[src/rtl/apb_reg_pkg.sv]
// Shared constants for the APB register slave: register map, ID default, FSM states.
package apb_reg_pkg;

  localparam logic [31:0] ID_VALUE_DEF  = 32'h4150_4231;

  localparam logic [31:0] ADDR_NUM      = 32'h0000_0000;
  localparam logic [31:0] ADDR_DATE     = 32'h0000_0004;
  localparam logic [31:0] ADDR_SURNAME  = 32'h0000_0008;
  localparam logic [31:0] ADDR_NAME     = 32'h0000_000C;
  localparam logic [31:0] ADDR_WR_CNT   = 32'h0000_0010;
  localparam logic [31:0] ADDR_ID       = 32'h0000_0014;

  typedef enum logic [1:0] {
    ST_IDLE  = 2'd0,
    ST_SETUP = 2'd1,
    ST_WAIT  = 2'd2,
    ST_RESP  = 2'd3
  } state_e;

  // Misaligned, out-of-map, or a write aimed at a read-only register.
  function automatic logic addr_err(input logic [31:0] addr, input logic wr);
    return (addr[1:0] != 2'b00) || (addr > ADDR_ID) ||
           (wr && ((addr == ADDR_WR_CNT) || (addr == ADDR_ID)));
  endfunction

endpackage

[src/rtl/apb_reg_slave.sv]
// APB slave with four RW registers, a committed-write counter and a constant ID.
// state    | meaning
// ST_IDLE  | bus idle, waiting for a setup phase (PSEL=1, PENABLE=0)
// ST_SETUP | request latched, waiting for PENABLE
// ST_WAIT  | PREADY held low for WAIT_STATES cycles
// ST_RESP  | PREADY=1 for one cycle, write commits on the closing edge
module apb_reg_slave
  import apb_reg_pkg::*;
#(
  parameter int unsigned WAIT_STATES = 1,
  parameter logic [31:0] ID_VALUE    = ID_VALUE_DEF
) (
  input  logic        PCLK,
  input  logic        PRESET,
  input  logic        PSEL,
  input  logic        PENABLE,
  input  logic        PWRITE,
  input  logic [31:0] PADDR,
  input  logic [31:0] PWDATA,
  output logic [31:0] PRDATA,
  output logic        PREADY,
  output logic        PSLVERR
);

  localparam logic [3:0] WS_LOAD = (WAIT_STATES == 0) ? 4'd0 : 4'(WAIT_STATES - 1);

  state_e      state, state_nxt;
  logic [3:0]  wait_cnt, wait_cnt_nxt;
  logic        capture;
  logic [31:0] addr_q, wdata_q;
  logic        write_q;
  logic [31:0] num, date, surname, name, wr_cnt;
  logic [31:0] rd_mux;
  logic        resp, err, commit;

  always_comb begin
    state_nxt    = state;
    wait_cnt_nxt = wait_cnt;
    capture      = 1'b0;
    case (state)
      ST_IDLE: begin
        if (PSEL && !PENABLE) begin
          state_nxt = ST_SETUP;
          capture   = 1'b1;
        end
      end
      ST_SETUP: begin
        if (!PSEL) begin
          state_nxt = ST_IDLE;
        end else if (PENABLE) begin
          if (WAIT_STATES == 0) begin
            state_nxt = ST_RESP;
          end else begin
            state_nxt    = ST_WAIT;
            wait_cnt_nxt = WS_LOAD;
          end
        end else begin
          capture = 1'b1;
        end
      end
      ST_WAIT: begin
        if (!PSEL) begin
          state_nxt    = ST_IDLE;
          wait_cnt_nxt = 4'd0;
        end else if (wait_cnt == 4'd0) begin
          state_nxt = ST_RESP;
        end else begin
          wait_cnt_nxt = wait_cnt - 4'd1;
        end
      end
      ST_RESP: begin
        if (PSEL && !PENABLE) begin
          state_nxt = ST_SETUP;
          capture   = 1'b1;
        end else begin
          state_nxt = ST_IDLE;
        end
      end
      default: state_nxt = ST_IDLE;
    endcase
  end

  always_comb begin
    rd_mux = 32'd0;
    case (addr_q)
      ADDR_NUM:     rd_mux = num;
      ADDR_DATE:    rd_mux = date;
      ADDR_SURNAME: rd_mux = surname;
      ADDR_NAME:    rd_mux = name;
      ADDR_WR_CNT:  rd_mux = wr_cnt;
      ADDR_ID:      rd_mux = ID_VALUE;
      default:      rd_mux = 32'd0;
    endcase
  end

  assign resp    = (state == ST_RESP);
  assign err     = addr_err(addr_q, write_q);
  assign commit  = resp && write_q && !err;
  assign PREADY  = resp;
  assign PSLVERR = resp && err;
  assign PRDATA  = (resp && !err && !write_q) ? rd_mux : 32'd0;

  always_ff @(posedge PCLK or negedge PRESET) begin
    if (!PRESET) begin
      state    <= ST_IDLE;
      wait_cnt <= 4'd0;
      addr_q   <= 32'd0;
      write_q  <= 1'b0;
      wdata_q  <= 32'd0;
    end else begin
      state    <= state_nxt;
      wait_cnt <= wait_cnt_nxt;
      if (capture) begin
        addr_q  <= PADDR;
        write_q <= PWRITE;
        wdata_q <= PWDATA;
      end
    end
  end

  always_ff @(posedge PCLK or negedge PRESET) begin
    if (!PRESET) begin
      num     <= 32'd0;
      date    <= 32'd0;
      surname <= 32'd0;
      name    <= 32'd0;
      wr_cnt  <= 32'd0;
    end else if (commit) begin
      wr_cnt <= wr_cnt + 32'd1;
      case (addr_q)
        ADDR_NUM:     num     <= wdata_q;
        ADDR_DATE:    date    <= wdata_q;
        ADDR_SURNAME: surname <= wdata_q;
        ADDR_NAME:    name    <= wdata_q;
        default:      ;
      endcase
    end
  end

endmodule
[config.mk]
export PLATFORM = sky130hd
export DESIGN_NAME = apb_reg_slave
export DESIGN_NICKNAME = d
export VERILOG_FILES = /design/src/rtl/apb_reg_pkg.sv /design/src/rtl/apb_reg_slave.sv
export SDC_FILE = /design/constraint.sdc
export NUM_CORES = 1
export LEC_CHECK = 0
export CAP_MARGIN = 40
export CORE_MARGIN = 2
export CORE_UTILIZATION = 31
export DETAILED_ROUTE_END_ITERATION = 10
export HOLD_SLACK_MARGIN = 0.08
export PLACE_DENSITY_LB_ADDON = 0.12
export REMOVE_ABC_BUFFERS = 1
export SLEW_MARGIN = 5
export SYNTH_ARGS = -nofsm -noshare
export SYNTH_HDL_FRONTEND = slang
export SYNTH_SLANG_ARGS = --single-unit
export TNS_END_PERCENT = 100
[constraint.sdc]
create_clock -name PCLK -period 2.8 [get_ports PCLK]
set_input_delay 0.56 -clock PCLK [delete_from_list [all_inputs] [get_ports PCLK]]
set_output_delay 0.56 -clock PCLK [all_outputs]
set_load 0.03 [all_outputs]
Yosys cells after proc, flatten, opt, wreduce, memory -nomap -nowiden. Cells that the tools add are included.

Logic and storage cells: 70. Input port bits: 69. Register bits: 231.

Order comparisons: 1. Equality and inequality tests: 14. Reductions and logical operators: 25. Mux-type cells: 18. Add/subtract/negate cells: 2.

Operators by type and width (number): 32-bit one-hot mux with 6 select lines (1); 32-bit by 4-bit == test with 1-bit output (second input constant) (2); 32-bit by 5-bit == test with 1-bit output (second input constant) (2); 32-bit by 1-bit adder with 32-bit output (second input constant) (1); 32-bit by 3-bit == test with 1-bit output (second input constant) (1); 32-bit by 5-bit greater-than comparator with 1-bit output (second input constant) (1); 32-bit logical NOT (1); 32-bit two-way mux (1); 4-bit two-way mux (4); 2-bit two-way mux (5); 3-bit inequality test (second input constant) (3); 2-bit one-hot mux with 4 select lines (1); 4-bit one-hot mux with 2 select lines (1); 2-bit AND reduction (4); 1-bit logical AND (7); 2-bit inequality test (second input constant) (3); 2-bit == test (second input constant) (2); 4-bit logical NOT (1); 1-bit two-way mux (4); 4-bit AND reduction (1); 2-bit nonzero test (2); 4-bit by 1-bit subtractor with 4-bit output (second input constant) (1); 1-bit logical NOT (3); 1-bit logical OR (3); other kinds (5) (5).

Depth between registers and ports, before layout. Gate-level depths: netlist of the first run.

Word-level depth: 8. Mapped depth: 8.

Worst setup path before layout of the first run. OpenSTA, ideal clock, no wires.

Path type: register -> output. Start: register addr_q[1]. End: output PRDATA[10]. Slack: 75 ps. Stages on the path, launching flop included: 7. Data arrival time: 2165 ps. Path through: dfrtp_1 > or4_4 > nor4_4 > and2_4 > nand2_1 > clkbuf_1 > nor2_1.

Word-level cells in the longest chain between the ends: 8.

Ends and longest elaborated chain: start, declared (line apb_reg_slave.sv:30) `logic [31:0] addr_q, wdata_q;`; start signal, assigned (line apb_reg_slave.sv:107) `addr_q <= 32'd0;`; start signal, assigned (line apb_reg_slave.sv:114) `addr_q <= PADDR;`; branches (longest 7 deep; another with 32-bit by 5-bit greater-than comparator with 1-bit output); 32-bit two-way mux (*) (line apb_reg_slave.sv:101) `assign PRDATA = (resp && !err && !write_q) ? rd_mux : 32'd0;`; end, declared (line apb_reg_slave.sv:20) `output logic [31:0] PRDATA,`.

Mark *: on every way between the ends.

Worst setup path after layout of the first run.
Start: register addr_q[14]. End: output PRDATA[9].

Same word-level chain as after synthesis.

==> flow_metrics.env, run 1 <==
export IMPL_status="complete, but fails checks"
export IMPL_violations_in_the_final_reports="setup timing"
export IMPL_synth_area_leader_cell="sky130_fd_sc_hd__dfrtp_1"
export IMPL_place_area_mm2=0.0125
export IMPL_area_share_of_fa_ha_maj_cells_after_synthesis_pct=0.940
export IMPL_cts_buffers_inserted=27
export IMPL_synth_xor_area_share_pct=2.55
export IMPL_clkSinkCount=231
export IMPL_global_route_wire_length_before_repair_um=42200
export IMPL_avgViaCountPerCell=4.80
export IMPL_clock_latency_ns=0.54
export IMPL_finalInstanceArea_mm2=0.0139
export IMPL_vias_in_the_first_global_route=7389
export IMPL_clockBufferDepth=3
export IMPL_antennaDiodeCount=0
export IMPL_grt_total_usage_pct=14.9
export IMPL_synth_simple_area_share_pct=8.99
export IMPL_synth_ff_type="sky130_fd_sc_hd__dfrtp_1"
export IMPL_final_max_slew_violation_count=0
export IMPL_synthDominantCellAreaShare_pct=54.3
export IMPL_synthDistinctLibCells=47
export IMPL_maximum_number_of_pins_on_one_net_before_global_route_repair=68
export IMPL_routed_wirelength_um=26500
export IMPL_wire_per_inst_um=18.5
export IMPL_dp_cells=1373
export IMPL_post_route_drc_count=0
export IMPL_grt_overflow_total=0
export IMPL_post_dp_hpwl_um=17000
export IMPL_detailedPlace_worstSlack_ns=0.0458
export IMPL_cp_slowest_stage_delay_ns=0.57
export IMPL_path_buf_inv=2
export IMPL_syn_area_mm2=0.0106
export IMPL_yosys_register_bits=231
export IMPL_synth_enable_flop_cells=0
export IMPL_synth_top_family_by_area="multiplexers"
export IMPL_worst_ep_arrival_time_ns=2.59
export IMPL_starting_density_pct=31.6
export IMPL_synth_warning_count=0
export IMPL_die_width_um=189
export IMPL_layout_drive_gt1_share_pct=38.2
export IMPL_timing_setup_tns_ns=-10.61
export IMPL_critical_path_top_delay_family="simple AND/OR/NAND/NOR gates"
export IMPL_synth_sequential_area_ratio_pct=54.3
export IMPL_timing_final_crit_period_ns=3.15
export IMPL_timing_setup_critical_path_class="reg2out"
export IMPL_area_growth_pct=30.9
export IMPL_max_fo_critical_path=6
export IMPL_fp_dieH_um=189
export IMPL_max_vdd_ir_drop_uv=506
export IMPL_number_of_standard_cell_rows_in_the_floorplan=67
export IMPL_dr_total_vias=6879
export IMPL_dieArea_mm2=0.0358
export IMPL_p_per_area_mw_per_mm2=723
export IMPL_io_buffers=102
export IMPL_first_iter_violations=200
export IMPL_register_area_mm2=0.00578
export IMPL_leakagePower_nw=6.12
export IMPL_fraction_of_registers_with_async_set_reset_pct=100
export IMPL_globalplace_congestion=0.723
export IMPL_coreArea_mm2=0.0337
export IMPL_post_synth_main_area_contributors="sky130_fd_sc_hd__dfrtp_1 (54%), sky130_fd_sc_hd__mux2_2 (17%), sky130_fd_sc_hd__mux2_4 (4.2%), sky130_fd_sc_hd__mux2i_1 (2.4%), sky130_fd_sc_hd__nor2_1 (2.3%)"
export IMPL_i_o_pin_count=103
export IMPL_clock_fmax_mhz=318
export IMPL_detail_route_antenna_nets=0
export IMPL_max_cap_violations=0
export IMPL_firstDrtPassIters=5
export IMPL_tritoncts="done"
export IMPL_final_min_period_over_clock_period_pct=112
export IMPL_standard_cell_with_the_maximum_stage_delay_on_the_critical_path="sky130_fd_sc_hd__or4_4"
export IMPL_path_cells="or4_4, nor4_4, and2_4, nand2_8, clkbuf_16, nor2_4, buf_12"
export IMPL_cts_htree_levels=1
export IMPL_antenna_found_initial=0
export IMPL_crit_path_start_kind="flip-flop"
export IMPL_worst_pin_slew_ns=0.612
export IMPL_ctsRootBufferMaster="sky130_fd_sc_hd__clkbuf_16"
export IMPL_finalSetupViolCount=33
export IMPL_worst_endpoint_required_ns=2.24
export IMPL_worst_setup_hold_path_clk_slew_ns=0.06
export IMPL_postSynthCellCount=836
export IMPL_synth_avg_cell_area_um2=12.7
export IMPL_fillCellCount=3229
export IMPL_post_layout_nonfiller_instances=1433
export IMPL_setup_worst_path_end_class="primary output"
export IMPL_timing_max_slew_rel_slack_pct=59.2
export IMPL_setup_ws_ns=-0.346
export IMPL_synth_area_mux_share_pct=24.8
export IMPL_clock_skew_ns=0.0190
export IMPL_num_nets_final=1042
export IMPL_synth_compound_gate_area_share_pct=5.39
export IMPL_multiInputGateArea_mm2=0.00483
export IMPL_rsz0062_at_grt="true"
export IMPL_hp_class="reg2reg"
export IMPL_postLayoutCoreUtil_pct=41.4
export IMPL_timing_hold_violations_final=0
-- final timing paths --
kind                                        startpoint                       to  slack (ns)  depth (start not counted)
worst max-delay path            addr_q[14]$_DFFE_PN0P_                PRDATA[9]       -0.35                          7
worst min-delay path            wr_cnt[31]$_DFFE_PN0N_   wr_cnt[31]$_DFFE_PN0N_        0.49                          1
worst max register to register  addr_q[14]$_DFFE_PN0P_     name[20]$_DFFE_PN0P_        0.16                          7
worst min register to register  wr_cnt[31]$_DFFE_PN0N_   wr_cnt[31]$_DFFE_PN0N_        0.49                          1
max in group asynchronous                       PRESET      date[6]$_DFFE_PN0P_        1.47                          3
min in group asynchronous                       PRESET  wdata_q[21]$_DFFE_PN0P_        0.60                          2
-- registers in the layout, indices dropped and copies added (netlist names) --
signal and cells:
date 32, wait_cnt 4, name 32, state 2, addr_q 32, wdata_q 32, wr_cnt 32, surname 32
num 32, write_q 1
-- synthesized netlist by cell type, types with 4 or more instances --
cell                       count
sky130_fd_sc_hd__nor3_1       12
sky130_fd_sc_hd__nor2_1       64
sky130_fd_sc_hd__mux2_2      165
sky130_fd_sc_hd__buf_6         4
sky130_fd_sc_hd__xor2_1       16
sky130_fd_sc_hd__buf_4         6
sky130_fd_sc_hd__nor4_1        6
sky130_fd_sc_hd__and3_1        6
sky130_fd_sc_hd__a22oi_1       8
sky130_fd_sc_hd__a221oi_1     23
sky130_fd_sc_hd__mux2_4       30
sky130_fd_sc_hd__a21oi_1      12
sky130_fd_sc_hd__nand4_1      13
sky130_fd_sc_hd__inv_1        11
sky130_fd_sc_hd__dfrtp_1     231
sky130_fd_sc_hd__xnor2_1      15
sky130_fd_sc_hd__mux2i_1      25
sky130_fd_sc_hd__nand2_1      55
sky130_fd_sc_hd__nand3_1       6
sky130_fd_sc_hd__mux2_1        7
sky130_fd_sc_hd__ha_1          8
sky130_fd_sc_hd__clkbuf_1     30
sky130_fd_sc_hd__o21ai_0      40
-- cells in the final DEF (no fill, tap or decap), drive strengths merged, types with 8 or more instances in the layout --
cell type / netlist / routed
a21oi: 12 / 12
a221oi: 23 / 23
a22oi: 8 / 8
buf: 16 / 76
clkbuf: 32 / 38
clkdlybuf4s50: 0 / 68
dfrtp: 231 / 231
ha: 8 / 8
inv: 11 / 12
mux2: 202 / 202
mux2i: 25 / 25
nand2: 56 / 56
nand4: 13 / 13
nor2: 64 / 64
nor3: 13 / 13
nor4: 8 / 8
o21ai: 40 / 40
xnor2: 15 / 15
xor2: 16 / 16
-- where the power goes --
group,leakage [nW],switching [mW],internal (mW)
sequential,3.08,0.533,3.84
clock,0.453,1.43,2.20
combinational,2.59,1.10,0.979
total,6.12,3.06,7.01
-- through the flow --
step	power (mW)	hold slack [ns]
global placement	6.50	0.462
global route	10.6	0.485
floorplan	5.48	0.264
CTS	10.2	0.480
finish	10.1	0.485
detailed placement	6.50	0.466
-- area by class of cell --
class	instances	area share, %
Sequential cell	231	41.5
Multi-Input combinational cell	546	34.6
Tap cell	448	4.02
Clock buffer	35	5.49
Inverter	11	0.296
Clock inverter	14	1.12
Timing Repair Buffer	148	13.0
-- timing repair --
item                                   4_1_cts  5_1_grt
hold buffers                                 1        0
endpoints found under the hold margin       61        0
resized for setup                           57       34
buffers inserted                             4        2
gates cloned                                 1        3
setup endpoints to repair                   33       33
pin swaps                                    3       32
-- routing by layer --
| metal | part of all wire, % | track usage, % |
|---|---|---|
| met4 | 1.8 | 3.70 |
| met3 | 3.2 | 2.09 |
| met2 | 45 | 23.5 |
| met5 | 0 | 0 |
| met1 | 50 | 21.5 |
-- cell families (layout without fill, tap and decap cells) --
kind of cell	Yosys count	after routing
adders and majority gates	8	8
AOI/OAI and AO/OA	90	90
and+or+nand+nor	190	190
buffers and inverters	59	208
muxes	227	227
xor gates and xnor gates	31	31
DFF	231	231
(Power assumes the default switching activity.)
==> run 2: changes to the inputs <==
--- a/config.mk
+++ b/config.mk
@@ -5,7 +5,7 @@
 export SDC_FILE = /design/constraint.sdc
 export NUM_CORES = 1
 export LEC_CHECK = 0
-export CAP_MARGIN = 40
+export CAP_MARGIN = 20
 export CORE_MARGIN = 2
 export CORE_UTILIZATION = 31
 export DETAILED_ROUTE_END_ITERATION = 10
==> results of run 2 <==
No change in the layout: final DEF, timing and power equal those of run 1.
==> run 3: changes to the inputs <==
--- a/config.mk
+++ b/config.mk
@@ -12,7 +12,6 @@
 export HOLD_SLACK_MARGIN = 0.08
 export PLACE_DENSITY_LB_ADDON = 0.12
 export REMOVE_ABC_BUFFERS = 1
-export SLEW_MARGIN = 5
 export SYNTH_ARGS = -nofsm -noshare
 export SYNTH_HDL_FRONTEND = slang
 export SYNTH_SLANG_ARGS = --single-unit
==> results of run 3 <==
No change in the layout: final DEF, timing and power equal those of run 1.
